<file path="src/rtl/rf_alu_sequencer_pkg.sv">
// Shared constants and types for the register-file/ALU command sequencer.
// Opcode encodings, FSM state encoding and the latched command layout live here.
package rf_alu_sequencer_pkg;

    localparam int DATA_W = 4;
    localparam int ADDR_W = 2;
    localparam int OP_W   = 3;
    localparam int CNT_W  = 4;

    localparam logic [OP_W-1:0] OP_AND  = 3'b000;
    localparam logic [OP_W-1:0] OP_NAND = 3'b001;
    localparam logic [OP_W-1:0] OP_OR   = 3'b010;
    localparam logic [OP_W-1:0] OP_NOR  = 3'b011;
    localparam logic [OP_W-1:0] OP_ADD  = 3'b100;
    localparam logic [OP_W-1:0] OP_SUB  = 3'b101;
    localparam logic [OP_W-1:0] OP_SLT  = 3'b110;

    typedef enum logic [2:0] {
        ST_IDLE   = 3'd0,
        ST_READ_A = 3'd1,
        ST_READ_B = 3'd2,
        ST_EXEC   = 3'd3,
        ST_WRITE  = 3'd4
    } state_t;

    // A shared source register needs only one read, so READ_B is skipped.
    function automatic state_t after_read_a(input logic [ADDR_W-1:0] rs1,
                                            input logic [ADDR_W-1:0] rs2);
        return (rs1 == rs2) ? ST_EXEC : ST_READ_B;
    endfunction

endpackage

</file>
<file path="src/rtl/rf_alu_sequencer_cmd_latch.sv">
// Holds the accepted command (op/rd/rs1/rs2) for the duration of its execution.
// Loads on the accept edge and clears asynchronously on reset.
module rf_alu_sequencer_cmd_latch
    import rf_alu_sequencer_pkg::*;
(
    input  logic              clk,
    input  logic              reset,
    input  logic              load,
    input  logic [OP_W-1:0]   cmd_op,
    input  logic [ADDR_W-1:0] cmd_rd,
    input  logic [ADDR_W-1:0] cmd_rs1,
    input  logic [ADDR_W-1:0] cmd_rs2,
    output logic [OP_W-1:0]   op,
    output logic [ADDR_W-1:0] rd,
    output logic [ADDR_W-1:0] rs1,
    output logic [ADDR_W-1:0] rs2
);

    always_ff @(posedge clk or posedge reset) begin
        if (reset) begin
            op  <= '0;
            rd  <= '0;
            rs1 <= '0;
            rs2 <= '0;
        end else if (load) begin
            op  <= cmd_op;
            rd  <= cmd_rd;
            rs1 <= cmd_rs1;
            rs2 <= cmd_rs2;
        end
    end

endmodule

</file>
<file path="src/rtl/rf_alu_sequencer.sv">
// Multi-cycle sequencer for rd <= rs1 OP rs2 over a single-read-port register file
// and an external combinational ALU: read A, read B, execute, write back.
module rf_alu_sequencer
    import rf_alu_sequencer_pkg::*;
(
    input  logic              clk,
    input  logic              reset,
    input  logic              cmd_valid,
    output logic              cmd_ready,
    input  logic [OP_W-1:0]   cmd_op,
    input  logic [ADDR_W-1:0] cmd_rd,
    input  logic [ADDR_W-1:0] cmd_rs1,
    input  logic [ADDR_W-1:0] cmd_rs2,
    output logic [ADDR_W-1:0] rf_rd_addr,
    input  logic [DATA_W-1:0] rf_rd_data,
    output logic [ADDR_W-1:0] rf_we_addr,
    output logic [DATA_W-1:0] rf_we_data,
    output logic              rf_we,
    output logic [DATA_W-1:0] alu_a,
    output logic [DATA_W-1:0] alu_b,
    output logic [OP_W-1:0]   alu_control,
    input  logic [DATA_W-1:0] alu_res,
    output logic              done,
    output logic [DATA_W-1:0] result,
    output logic [CNT_W-1:0]  cmd_count
);

    state_t            state;
    logic [DATA_W-1:0] op_a;
    logic [DATA_W-1:0] op_b;
    logic [DATA_W-1:0] res_q;
    logic [OP_W-1:0]   op;
    logic [ADDR_W-1:0] rd;
    logic [ADDR_W-1:0] rs1;
    logic [ADDR_W-1:0] rs2;
    logic              accept;

    assign accept = cmd_valid && (state == ST_IDLE);

    rf_alu_sequencer_cmd_latch u_cmd_latch (
        .clk     (clk),
        .reset   (reset),
        .load    (accept),
        .cmd_op  (cmd_op),
        .cmd_rd  (cmd_rd),
        .cmd_rs1 (cmd_rs1),
        .cmd_rs2 (cmd_rs2),
        .op      (op),
        .rd      (rd),
        .rs1     (rs1),
        .rs2     (rs2)
    );

    always_ff @(posedge clk or posedge reset) begin
        if (reset) begin
            state     <= ST_IDLE;
            op_a      <= '0;
            op_b      <= '0;
            res_q     <= '0;
            done      <= 1'b0;
            result    <= '0;
            cmd_count <= '0;
        end else begin
            done <= 1'b0;
            case (state)
                ST_IDLE: begin
                    if (cmd_valid) begin
                        state <= ST_READ_A;
                    end
                end
                ST_READ_A: begin
                    op_a <= rf_rd_data;
                    if (rs1 == rs2) begin
                        op_b <= rf_rd_data;
                    end
                    state <= after_read_a(rs1, rs2);
                end
                ST_READ_B: begin
                    op_b  <= rf_rd_data;
                    state <= ST_EXEC;
                end
                ST_EXEC: begin
                    res_q <= alu_res;
                    state <= ST_WRITE;
                end
                ST_WRITE: begin
                    result    <= res_q;
                    done      <= 1'b1;
                    cmd_count <= cmd_count + 1'b1;
                    state     <= ST_IDLE;
                end
                default: begin
                    state <= ST_IDLE;
                end
            endcase
        end
    end

    // Decoded straight from the state register so an async reset drops the write enable at once.
    assign cmd_ready   = (state == ST_IDLE);
    assign rf_we       = (state == ST_WRITE);
    assign rf_we_addr  = rd;
    assign rf_we_data  = res_q;
    assign rf_rd_addr  = (state == ST_READ_B) ? rs2 : rs1;
    assign alu_a       = op_a;
    assign alu_b       = op_b;
    assign alu_control = op;

endmodule
</file>
<file path="config.mk">
export PLATFORM = sky130hd
export DESIGN_NAME = rf_alu_sequencer
export DESIGN_NICKNAME = d
export VERILOG_FILES = /design/src/rtl/rf_alu_sequencer_pkg.sv /design/src/rtl/rf_alu_sequencer_cmd_latch.sv /design/src/rtl/rf_alu_sequencer.sv
export SDC_FILE = /design/constraint.sdc
export NUM_CORES = 1
export LEC_CHECK = 0
export ABC_CLOCK_PERIOD_IN_PS = 1900
export BUFFER_PORTS_ARGS = -buffer_cell sky130_fd_sc_hd__buf_2
export CORE_MARGIN = 1.5
export CORE_UTILIZATION = 43
export CTS_CLUSTER_DIAMETER = 60
export DETAILED_ROUTE_END_ITERATION = 12
export HOLD_SLACK_MARGIN = 0.12
export PLACE_DENSITY_LB_ADDON = 0.05
export SLEW_MARGIN = 20
export SYNTH_ARGS = -nofsm -noshare
export SYNTH_HDL_FRONTEND = slang
export SYNTH_SLANG_ARGS = --single-unit
</file>
<file path="constraint.sdc">
create_clock -name clk -period 1.9 [get_ports clk]
set_input_delay 0.475 -clock clk [delete_from_list [all_inputs] [get_ports clk]]
set_output_delay 0.475 -clock clk [all_outputs]
set_load 0.01 [all_outputs]
</file>
==> results.md <==
- Synth Area in Simple Gates: 13.9%
- Synth Area in XOR/XNOR: 4.58%
- ANT cells: 0
- R2r endpoint: u_cmd_latch.op[0]$_DFFE_PP0P_
- Initial antenna violation count: 0
- Final #Nets: 195
- Die ar.: 3930 µm²
- WL per Instance: 13.2 µm
- Worst R2R Setup Slack: 220 ps
- Min-delay worst type: in -> async
- Pre-CTS setup slack: 240 ps
- Mux contribution to synthesized area: 17.7%
- Synth Instances: 116
- FP Rows: 21
- Area Growth Syn to Fin: 24.4%
- RR Startpoint: state[2]$_DFFE_PP0P_
- GPL Wtd Cong: 0.761
- Post-synth EDFFs: 0
- Final setup fails: 0
- Crit path to: rf_rd_addr[0]
- Die width: 62.7 µm
- Fillers: 333
- CTS H-tree lvls: 2
- Hold-fix buffers, CTS: 0
- Final Max Tran Viols: 0
- TNS Setup: 0 ps
- GRT overflow: 0
- CP Capture Type: output pin
- Slew HR: 72.7%
- Async S/R FF share, synth: 100%
- Clock Pin Slew Worst Setup and Hold Paths: 110 ps
- Num CTS Buffers: 5
- CTS sink cnt: 33
- Most frequent cells in the layout: buf_2, dfrtp_1, mux2_2, buf_4
- Main combinational cell family by area after synthesis: multiplexers
- Least-Margin Pin Slew: 409 ps
- R2R depth: 4
- Compound-gate portion of the synthesized area: 4.91%
- Via count: 1098
- CTS Root Cell: clkbuf_4
- Crit path launch: state[0]$_DFFE_PP0P_
- Yosys Warn Count: 0
- Clock insertion delay at the later pin of the skew report: 330 ps
- Synth Area per Inst: 13.2 µm²
- Hold_ws: 206 ps
- Cell area after synthesis: 1530 µm²
- Leading cell type in the layout, fill and taps excluded: buf_2
- Max Root-Sink Buffers: 2
- PD cells: 1830 nW/µm²
- Min cycle time layout: 1840 ps
- Core area: 3360 µm²
- CP Data Required Time: 1420 ps
- Sequential element share of the synthesized area: 54.0%
- Pleak: 0.897 nW
- Final ANT Viol Nets: 0
- GR Util All Layers: 16.4%
- Setup crit start kind: flop
- Clock tree from TritonCTS: built
- Hold Vio Cnt, Final: 0
- VDD IR max: 0.000702 V
- Distinct cells, synth: 25
- DRC: 0
- Largest net degree at the start of global routing: 34
- PortBufs: 49
- Crit-path max FO: 2
- Max-Cap Viols: 0
- Achievable clock frequency: 545 MHz
- Status: completed
- Share of the clock period used by the worst path: 96.7%
- Register bit total from synthesis: 33
- Main synth FF type: dfrtp_1
- First-pass GRT wire length: 5040 µm
- Synthesized Nets: 137
- Layout cells sized above 1: 53.7%
- Starting density of the core: 45.5%
- DP Wirelength: 2110 µm
- Top-level I/O count: 50
- Vias in the first global route: 1124
- DR vias/cell: 4.97
- RSZ-0062 raised after global routing: false
- Final worst slack: 63.5 ps
- Setup Crit Path Kind: reg -> out
- Clock skew: 10.6 ps
- Power, Total: 3.48 mW
- CP arrival: 1360 ps
- Die Y-Extent: 62.7 µm
- Adder-cell share of the synthesized area: 0.818%
- Drt pass-1 iters: 4
- Initial drt markers: 63
- WL final: 2910 µm
cells by family after synthesis:
family	after synthesis
mux	24
xor+xnor	8
flops	33
buf+inv	8
compound gates	11
simple gates	31
fa+ha+maj	1
Yosys cell counts (2+ instances only):
library cell   n  area [µm²]
dfrtp_1       33         826
mux2_2        24         270
and2_1         5        31.3
nand4_1        5        31.3
xnor2_1        5        43.8
a221oi_1       4        35.0
and3_1         4        25.0
nand3_1        4        20.0
nor2b_1        4        25.0
o21ai_0        4        20.0
buf_4          3        22.5
buf_6          3        33.8
xor2_1         3        26.3
inv_1          2        7.51
nand2_1        2        7.51
o21bai_1       2        15.0
state kept, by name, indices dropped and copies added (netlist names):
register and cells:
state 3, cmd_count 4, u_cmd_latch.rs1 2, u_cmd_latch.rd 2
result 4, done 1, u_cmd_latch.rs2 2, alu_a 4
alu_b 4, rf_we_data 4, u_cmd_latch.op 3
worst min-delay path by stage:
stage | startpoint | endpoint | slack [ps] | cells after the start
6_report | reset | alu_a[2]$_DFFE_PP0N_ | 210 | 3
5_1_grt | reset | state[0]$_DFFE_PP0P_ | 240 | 3
4_1_cts | reset | alu_a[2]$_DFFE_PP0N_ | 210 | 3
3_5_place_dp | cmd_count[3]$_DFFE_PP0P_ | cmd_count[3]$_DFFE_PP0P_ | 460 | 1
3_3_place_gp | cmd_count[3]$_DFFE_PP0P_ | cmd_count[3]$_DFFE_PP0P_ | 460 | 1
2_1_floorplan | cmd_count[3]$_DFFE_PP0P_ | cmd_count[3]$_DFFE_PP0P_ | 510 | 1
power by group:
| group | internal [mW] | switching [mW] |
|---|---|---|
| Combinational | 0.916 | 0.861 |
| Clock | 0.146 | 0.232 |
| Sequential | 1.06 | 0.265 |
| Total | 2.12 | 1.36 |
area by class of cell:
| cell class | count | area, µm² | share of cell area [%] |
|---|---|---|---|
| sequential | 33 | 827 | 43.5 |
| multi-input combinational | 75 | 653 | 34.3 |
| timing repair buffer | 57 | 305 | 16.0 |
| tap | 46 | 57.6 | 3.02 |
| clock buffer | 7 | 45.0 | 2.37 |
| clock inverter | 1 | 7.51 | 0.394 |
| inverter | 2 | 7.51 | 0.394 |
repair_timing:
action	CTS	global route
buffers inserted	1	2
pin swaps	1	0
resized for setup	3	1
endpoints found under the setup margin	3	2
critical path: stages (launching register included):
cell     delay [ps]
dfrtp_1         420
nor2_4          130
nand2_2          70
mux2_2          270
buf_2           140
per-layer routing:
layer  GRT usage, %  up-vias  wire [µm]
met3           3.60        7        148
met5              0        -          0
li1               -      531          -
met1           21.2      527       1320
met2           25.8       33       1390
met4           8.61        0         57
metrics by stage:
step	std cells	utilization, %	cell area [µm²]
2_1_floorplan	116	-	1530
3_3_place_gp	210	53.9	1810
3_5_place_dp	210	53.9	1810
4_1_cts	219	56.1	1890
5_1_grt	221	56.6	1900
6_report	221	56.6	1900
Note: power is estimated with default switching activity, not from simulation.
